## config.mk

```make
export PLATFORM = sky130hd
export DESIGN_NAME = bit_serializer
export DESIGN_NICKNAME = d
export VERILOG_FILES = /design/src/rtl/bit_serializer.sv
export SDC_FILE = /design/constraint.sdc
export NUM_CORES = 1
export LEC_CHECK = 0
export ABC_AREA = 1
export CORE_ASPECT_RATIO = 0.9
export CORE_MARGIN = 8
export CORE_UTILIZATION = 46
export CTS_CLUSTER_SIZE = 40
export DETAILED_ROUTE_END_ITERATION = 10
export PLACE_DENSITY = 0.8
export SYNTH_ARGS = -nofsm -noshare
export SYNTH_HDL_FRONTEND = slang
export SYNTH_SLANG_ARGS = --single-unit
```

## constraint.sdc

```tcl
create_clock -name clk -period 1.4 [get_ports clk]
set_input_delay 0.28 -clock clk [delete_from_list [all_inputs] [get_ports clk]]
set_output_delay 0.28 -clock clk [all_outputs]
set_load 0.02 [all_outputs]
```

## src/rtl/bit_serializer.sv

```systemverilog
// Parallel-to-serial front end for the sequence detector.
// Shifts WIDTH-bit words out one bit per clock, with optional idle gap.
module bit_serializer #(
  parameter int   WIDTH     = 8,
  parameter int   MSB_FIRST = 1,
  parameter int   GAP       = 1,
  parameter logic IDLE_BIT  = 1'b0
) (
  input  logic             clk,
  input  logic             rst,
  input  logic [WIDTH-1:0] data_in,
  input  logic             valid_in,
  output logic             ready_out,
  output logic             ser_out,
  output logic             ser_valid,
  output logic             done,
  output logic             busy
);

  localparam int CW = $clog2(WIDTH);
  localparam logic [CW-1:0] LAST = CW'(WIDTH - 1);
  localparam logic [CW-1:0] PRE_LAST = CW'(WIDTH - 2);
  localparam logic [3:0] GAP_LAST = 4'((GAP == 0) ? 0 : GAP - 1);

  typedef enum logic [1:0] {
    S_IDLE,
    S_SHIFT,
    S_GAP
  } state_t;

  state_t           state_q, state_d;
  logic [WIDTH-1:0] shreg_q, shreg_d;
  logic [CW-1:0]    bit_cnt_q, bit_cnt_d;
  logic [3:0]       gap_cnt_q, gap_cnt_d;
  logic             ser_q, ser_d;
  logic             sv_q, sv_d;
  logic             done_q, done_d;

  logic last_bit;
  logic last_gap;
  logic accept;

  function automatic logic head(input logic [WIDTH-1:0] w);
    return (MSB_FIRST != 0) ? w[WIDTH-1] : w[0];
  endfunction

  function automatic logic [WIDTH-1:0] adv(input logic [WIDTH-1:0] w);
    return (MSB_FIRST != 0) ? (w << 1) : (w >> 1);
  endfunction

  assign last_bit = (state_q == S_SHIFT) && (bit_cnt_q == LAST);
  assign last_gap = (state_q == S_GAP) && (gap_cnt_q == GAP_LAST);

  assign ready_out = (state_q == S_IDLE)
                   | (last_bit & (GAP == 0))
                   | last_gap;
  assign accept = valid_in & ready_out;

  always_comb begin
    state_d   = state_q;
    shreg_d   = shreg_q;
    bit_cnt_d = bit_cnt_q;
    gap_cnt_d = gap_cnt_q;
    ser_d     = ser_q;
    sv_d      = sv_q;
    done_d    = 1'b0;

    unique case (state_q)
      S_IDLE: begin
        ser_d = IDLE_BIT;
        sv_d  = 1'b0;
      end
      S_SHIFT: begin
        if (bit_cnt_q == LAST) begin
          ser_d = IDLE_BIT;
          sv_d  = 1'b0;
          if (GAP > 0) begin
            state_d   = S_GAP;
            gap_cnt_d = '0;
          end else begin
            state_d = S_IDLE;
          end
        end else begin
          bit_cnt_d = bit_cnt_q + 1'b1;
          ser_d     = head(shreg_q);
          shreg_d   = adv(shreg_q);
          sv_d      = 1'b1;
          done_d    = (bit_cnt_q == PRE_LAST);
        end
      end
      S_GAP: begin
        ser_d = IDLE_BIT;
        sv_d  = 1'b0;
        if (gap_cnt_q == GAP_LAST) begin
          state_d = S_IDLE;
        end else begin
          gap_cnt_d = gap_cnt_q + 1'b1;
        end
      end
      default: begin
        state_d = S_IDLE;
        ser_d   = IDLE_BIT;
        sv_d    = 1'b0;
      end
    endcase

    // A load overrides whatever the current state chose for next cycle.
    if (accept) begin
      state_d   = S_SHIFT;
      bit_cnt_d = '0;
      gap_cnt_d = '0;
      ser_d     = head(data_in);
      shreg_d   = adv(data_in);
      sv_d      = 1'b1;
      done_d    = 1'b0;
    end
  end

  always_ff @(posedge clk or negedge rst) begin
    if (!rst) begin
      state_q   <= S_IDLE;
      shreg_q   <= '0;
      bit_cnt_q <= '0;
      gap_cnt_q <= '0;
      ser_q     <= IDLE_BIT;
      sv_q      <= 1'b0;
      done_q    <= 1'b0;
    end else begin
      state_q   <= state_d;
      shreg_q   <= shreg_d;
      bit_cnt_q <= bit_cnt_d;
      gap_cnt_q <= gap_cnt_d;
      ser_q     <= ser_d;
      sv_q      <= sv_d;
      done_q    <= done_d;
    end
  end

  assign ser_out   = ser_q;
  assign ser_valid = sv_q;
  assign done      = done_q;
  assign busy      = (state_q != S_IDLE);

endmodule

```

# ---- Yosys cells after proc, flatten, opt, wreduce, memory -nomap -nowiden
# Cells that the tools add are included.
dict set report word_totals {
  ff_bits 20
  in_bits 11
  out_inout_bits 5
  elab_cells 52
}
dict set report classes {
  n_addsub 2
  eq_ne 9
  muxes 23
  n_bitwise 2
  n_reduce_logical 9
}
# op count
set ops {}
lappend ops {{2-to-1 mux 8 bit} 3}
lappend ops {{2-to-1 mux 4 bit} 3}
lappend ops {{2-to-1 mux 1 bit} 9}
lappend ops {{2-to-1 mux 3 bit} 3}
lappend ops {{one-hot mux 4 bit (2 select lines)} 1}
lappend ops {{== test 3 bit (second input constant)} 2}
lappend ops {{2-to-1 mux 2 bit} 3}
lappend ops {{!= test 3 x 2 -> 1 bit (second input constant)} 2}
lappend ops {{one-hot mux 2 bit (3 select lines)} 1}
lappend ops {{AND reduction 3 bit} 2}
lappend ops {{adder 4 x 1 -> 4 bit (second input constant)} 1}
lappend ops {{zero test 4 bit} 1}
lappend ops {{!= test 2 bit (second input constant)} 2}
lappend ops {{nonzero test 2 bit} 2}
lappend ops {{adder 3 x 1 -> 3 bit (second input constant)} 1}
lappend ops {{!= test 3 bit (second input constant)} 1}
lappend ops {{nonzero test 3 bit} 1}
lappend ops {{== test 2 x 1 -> 1 bit (second input constant)} 1}
lappend ops {{== test 2 bit (second input constant)} 1}
lappend ops {{zero test 2 bit} 1}
lappend ops {{AND reduction 2 bit} 1}
lappend ops {{AND 1 bit} 1}
lappend ops {{logical AND 1 bit} 1}
lappend ops {{bitwise OR 1 bit} 1}

# ---- Longest topological paths before layout
dict set report logic_depth {
  ltp_word 6
  ltp_mapped 8
  ltp_nobuf 8
}

# ---- Worst setup path after synthesis
# OpenSTA, ideal clock, no wires.
dict set report synth_timing {
  kind {register to register}
  start {register bit_cnt_q[0]}
  end {register shreg_q[3]}
  setup_time_ps 116
  arrival_ps 1346
  t_required_ps 1284
  path_slack_ps -63
  stages_incl_launch_ff 8
  n_path_buf 1
  period_less_slack_ps 1463
  cell_sequence {dfrtp_1 > ha_1 > ha_1 > nor2_4 > inv_2 > buf_2 > nand3_1 > nand2_1}
}
dict set report synth_between {
  elab_chain_len 3
}
# element line_no
set synth_rtl {}
lappend synth_rtl {{start, declared} 33} ;# logic [CW-1:0] bit_cnt_q, bit_cnt_d;
lappend synth_rtl {{start signal, assigned} 131} ;# bit_cnt_q <= bit_cnt_d;
lappend synth_rtl {{== test 3 bit} 74} ;# if (bit_cnt_q == LAST) begin
lappend synth_rtl {{!= test 2 bit (no line)} -}
lappend synth_rtl {{AND reduction 2 bit (no line)} -}
lappend synth_rtl {{end signal, assigned} 130} ;# shreg_q <= shreg_d;
lappend synth_rtl {{end, declared} 32} ;# logic [WIDTH-1:0] shreg_q, shreg_d;
# No other way between the ends.
# A chain may end at the register's enable or synchronous reset.

# ---- Worst setup path after layout
dict set report layout_timing {
  start {register gap_cnt_q[1]}
  end {output port ready_out}
}
dict set report layout_between {
  elab_chain_len 3
}
# element line_no
set layout_rtl {}
lappend layout_rtl {{start, declared} 34} ;# logic [3:0] gap_cnt_q, gap_cnt_d;
lappend layout_rtl {{start signal, assigned} 132} ;# gap_cnt_q <= gap_cnt_d;
lappend layout_rtl {{zero test 4 bit} 52} ;# assign last_gap = (state_q == S_GAP) && (gap_cnt_q == GAP_LAST);
lappend layout_rtl {{logical AND 1 bit} 52}
lappend layout_rtl {{bitwise OR 1 bit} 56} ;# | last_gap;
lappend layout_rtl {{end, declared} 13} ;# output logic ready_out,
# No other way between the ends.

==> run metrics <==
status finished, violations left; Post-synth ARST share 100%; Max-cap violations 0; startpoint types flop; Worst EP required 1.12 ns; pre-CTS setup slack -0.272 ns; top-area cell type share of the netlist area ~48%; failing checks setup timing; Mapped Avg Cell Area about 8.3 µm²; multi-input logic area 526 µm²; clock-pin slew on the worst setup and hold paths 0.10 ns; # hold bufs at CTS 0; Final Hold Viols 0; largest net degree at the start of global routing 20; r2r setup slk -0.02 ns; Synth area leader dfrtp_1; register area 475 µm²; vias in the first global route 902; Setup-failing EPs final 7; Post-synth EDFFs 0; Synth top cells by count nand2_1 (35), nand3_1 (24), dfrtp_1 (19), inv_1 (12); Inserted Diodes 0; sequential share of power 33.3%; Worst setup EP type output port; Leakage 0.724 nW; Die Height 60.0 µm; DRC Markers 0; total die area 3890 µm²; Top FF cell, synth dfrtp_1; initial core utilization 47.1%; maximum clock path buffer count 2; Synth Warn # 0; nets 172; insertion delay to the later sink of the worst-skew pair 0.28 ns; Detail Route Antenna Nets 0; Mapped Cells 119; cell with the most instances after synthesis nand2_1; Clock Sinks 19; clock tree root driver cell clkbuf_4; P per Cell Area around 1800 nW/µm²; area grow syn2layout 44.5%; fraction of layout cells with a size suffix above 1 31.0%; Die X 64.9 µm; syn_nets about 140; routed wire length per instance 12.9 µm; row cnt 16; Clk pwr share 10.2%; dpl hpwl around 1500 µm; register bit total from synthesis 19; reg2reg end bit_cnt_q[2]$_DFFE_PN0P_; crit path kind reg -> out; drt pass-1 iters 4; initial antenna violation count 0; H-tree depth 1; synthesized cell area 990 µm²; crit path setup slack, layout -0.0745 ns; CP Max Fanout 2; Total GRT Usage 11.8%; Vias/cell approximately 5.1; placer congestion estimate 0.863; R2R Path Start bit_cnt_q[0]$_DFFE_PN0P_; first-pass GRT wire length 3730 µm; Fin Hold WS 0.323 ns; Vias 927; TritonCTS clock tree done; reg2reg path depth 7; unrepaired setup endpoints after global routing yes; Internal approximately 1.5 mW; detailed router's first-iteration violation count 35; grt ovf 0; Tcrit/Tclk final 105%; Tmin final 1.47 ns; CP arrival 1.19 ns; Slew HR 81.7%; P_sw 1.09 mW; CORE AREA 2100 µm²; fmax 0.678 GHz; Layout Skew roughly 0.0042 ns; total length of routed wires around 2400 µm; # fillers 173; sequential area share after synthesis approximately 48%; TritonCTS Buffers 3; Non-Filler Instances 182; IO Count 16; Slew Limit Fails 0; Placed Cells 171; Combinational Power Share between 50% and 60%; HP Class in -> async; top cells by area, synth dfrtp_1 (48%), nand2_1 (13%), nand3_1 (12%), ha_1 (6.3%), inv_1 (4.6%); Synth cell types 20; Worst Max-Slew Pin Slew 0.273 ns; port buffer count 15; Max VDD drop roughly 1100 µV; sw frac about two fifths
-- layer usage --
layer | track usage (%) | share of wire [%]
met1 | 14.1 | 43
met2 | 20.8 | 51
met3 | 2.62 | 3.9
met4 | 3.11 | 2.7
met5 | 0 | 0
-- cells in the final DEF, fill, tap and decap left out, types with 2 or more instances in the layout --
cell	n
buf_4	16
buf_6	4
clkbuf_4	3
clkdlybuf4s50_1	10
dfrtp_1	19
dlygate4sd2_1	3
ha_4	3
inv_1	9
inv_2	4
nand2_1	34
nand3_1	19
nand3_2	6
nand3b_1	2
nor2_1	5
o21ai_1	2
-- power by group through the flow --
stage | clock network, mW | logic (mW) | registers (mW)
3_5_place_dp | 0 | 1.17 | 0.847
6_report | 0.266 | 1.47 | 0.867
4_1_cts | 0.269 | 1.17 | 0.835
2_1_floorplan | 0 | 0.726 | 0.876
5_1_grt | 0.291 | 1.63 | 0.887
3_3_place_gp | 0 | 1.13 | 0.832
-- stage by stage --
stage / setup TNS, ns / util (%) / area [µm²] / power [mW]
final: -0.132 / 68.0 / 1430 / 2.61
after global routing: -0.752 / 68.0 / 1430 / 2.81
after CTS: -0.202 / 61.8 / 1300 / 2.27
after detailed placement: -0.362 / 59.6 / 1250 / 2.02
after global placement: -0.206 / 59.6 / 1250 / 1.96
after floorplan: 0 / - / 995 / 1.60
-- layout make-up --
cell class,instances,area share [%]
Multi-Input combinational cell,83,36.7
Sequential cell,19,33.2
Timing Repair Buffer,35,21.8
Inverter,14,4.02
Tap cell,27,2.36
Clock buffer,4,1.84
-- repair_timing --
item | in CTS | in global routing
endpoints found under the hold margin | 0 | 0
pin swaps | 1 | 9
buffers inserted | 1 | 6
cloned | 0 | 0
resized for setup | 13 | 27
setup endpoints to repair | 18 | 16
-- worst max-delay path: stages, from the launching register on --
cell and delay, ns:
dfrtp_1 0.42, inv_2 0.08, ha_4 0.14, nand3_2 0.09, nand2_4 0.08, buf_6 0.11
-- how the worst max path moves through the flow --
stage / from / end / slack (ns) / cells past startpoint
after floorplan: bit_cnt_q[0]$_DFFE_PN0P_ / shreg_q[3]$_DFFE_PN0P_ / 0.003 / 7
after global placement: gap_cnt_q[0]$_DFFE_PN0P_ / ready_out / -0.21 / 5
after detailed placement: gap_cnt_q[0]$_DFFE_PN0P_ / ready_out / -0.27 / 5
after CTS: gap_cnt_q[0]$_DFFE_PN0P_ / ready_out / -0.11 / 5
after global routing: gap_cnt_q[1]$_DFFE_PN0P_ / ready_out / -0.11 / 5
final: gap_cnt_q[1]$_DFFE_PN0P_ / ready_out / -0.07 / 5
-- flip-flops by register name, indices dropped and copies added, names as in the netlist --
signal and cells:
shreg_q 7, gap_cnt_q 4, bit_cnt_q 3, state_q 2
done 1, ser_out 1, ser_valid 1
-- kinds of logic (layout without fill, tap and decap cells) --
| family | count (synthesis) | count (layout) | synth area share, % |
|---|---|---|---|
| DFF | 19 | 19 | 48.0 |
| buffers and inverters | 17 | 53 | 7.33 |
| and+or+nand+nor | 72 | 72 | 34.5 |
| xor gates and xnor gates | 1 | 1 | 0.885 |
| adders and majority gates | 5 | 5 | 6.32 |
| AOI/OAI and AO/OA | 5 | 5 | 2.91 |
Power figures use the tool's default switching activity.
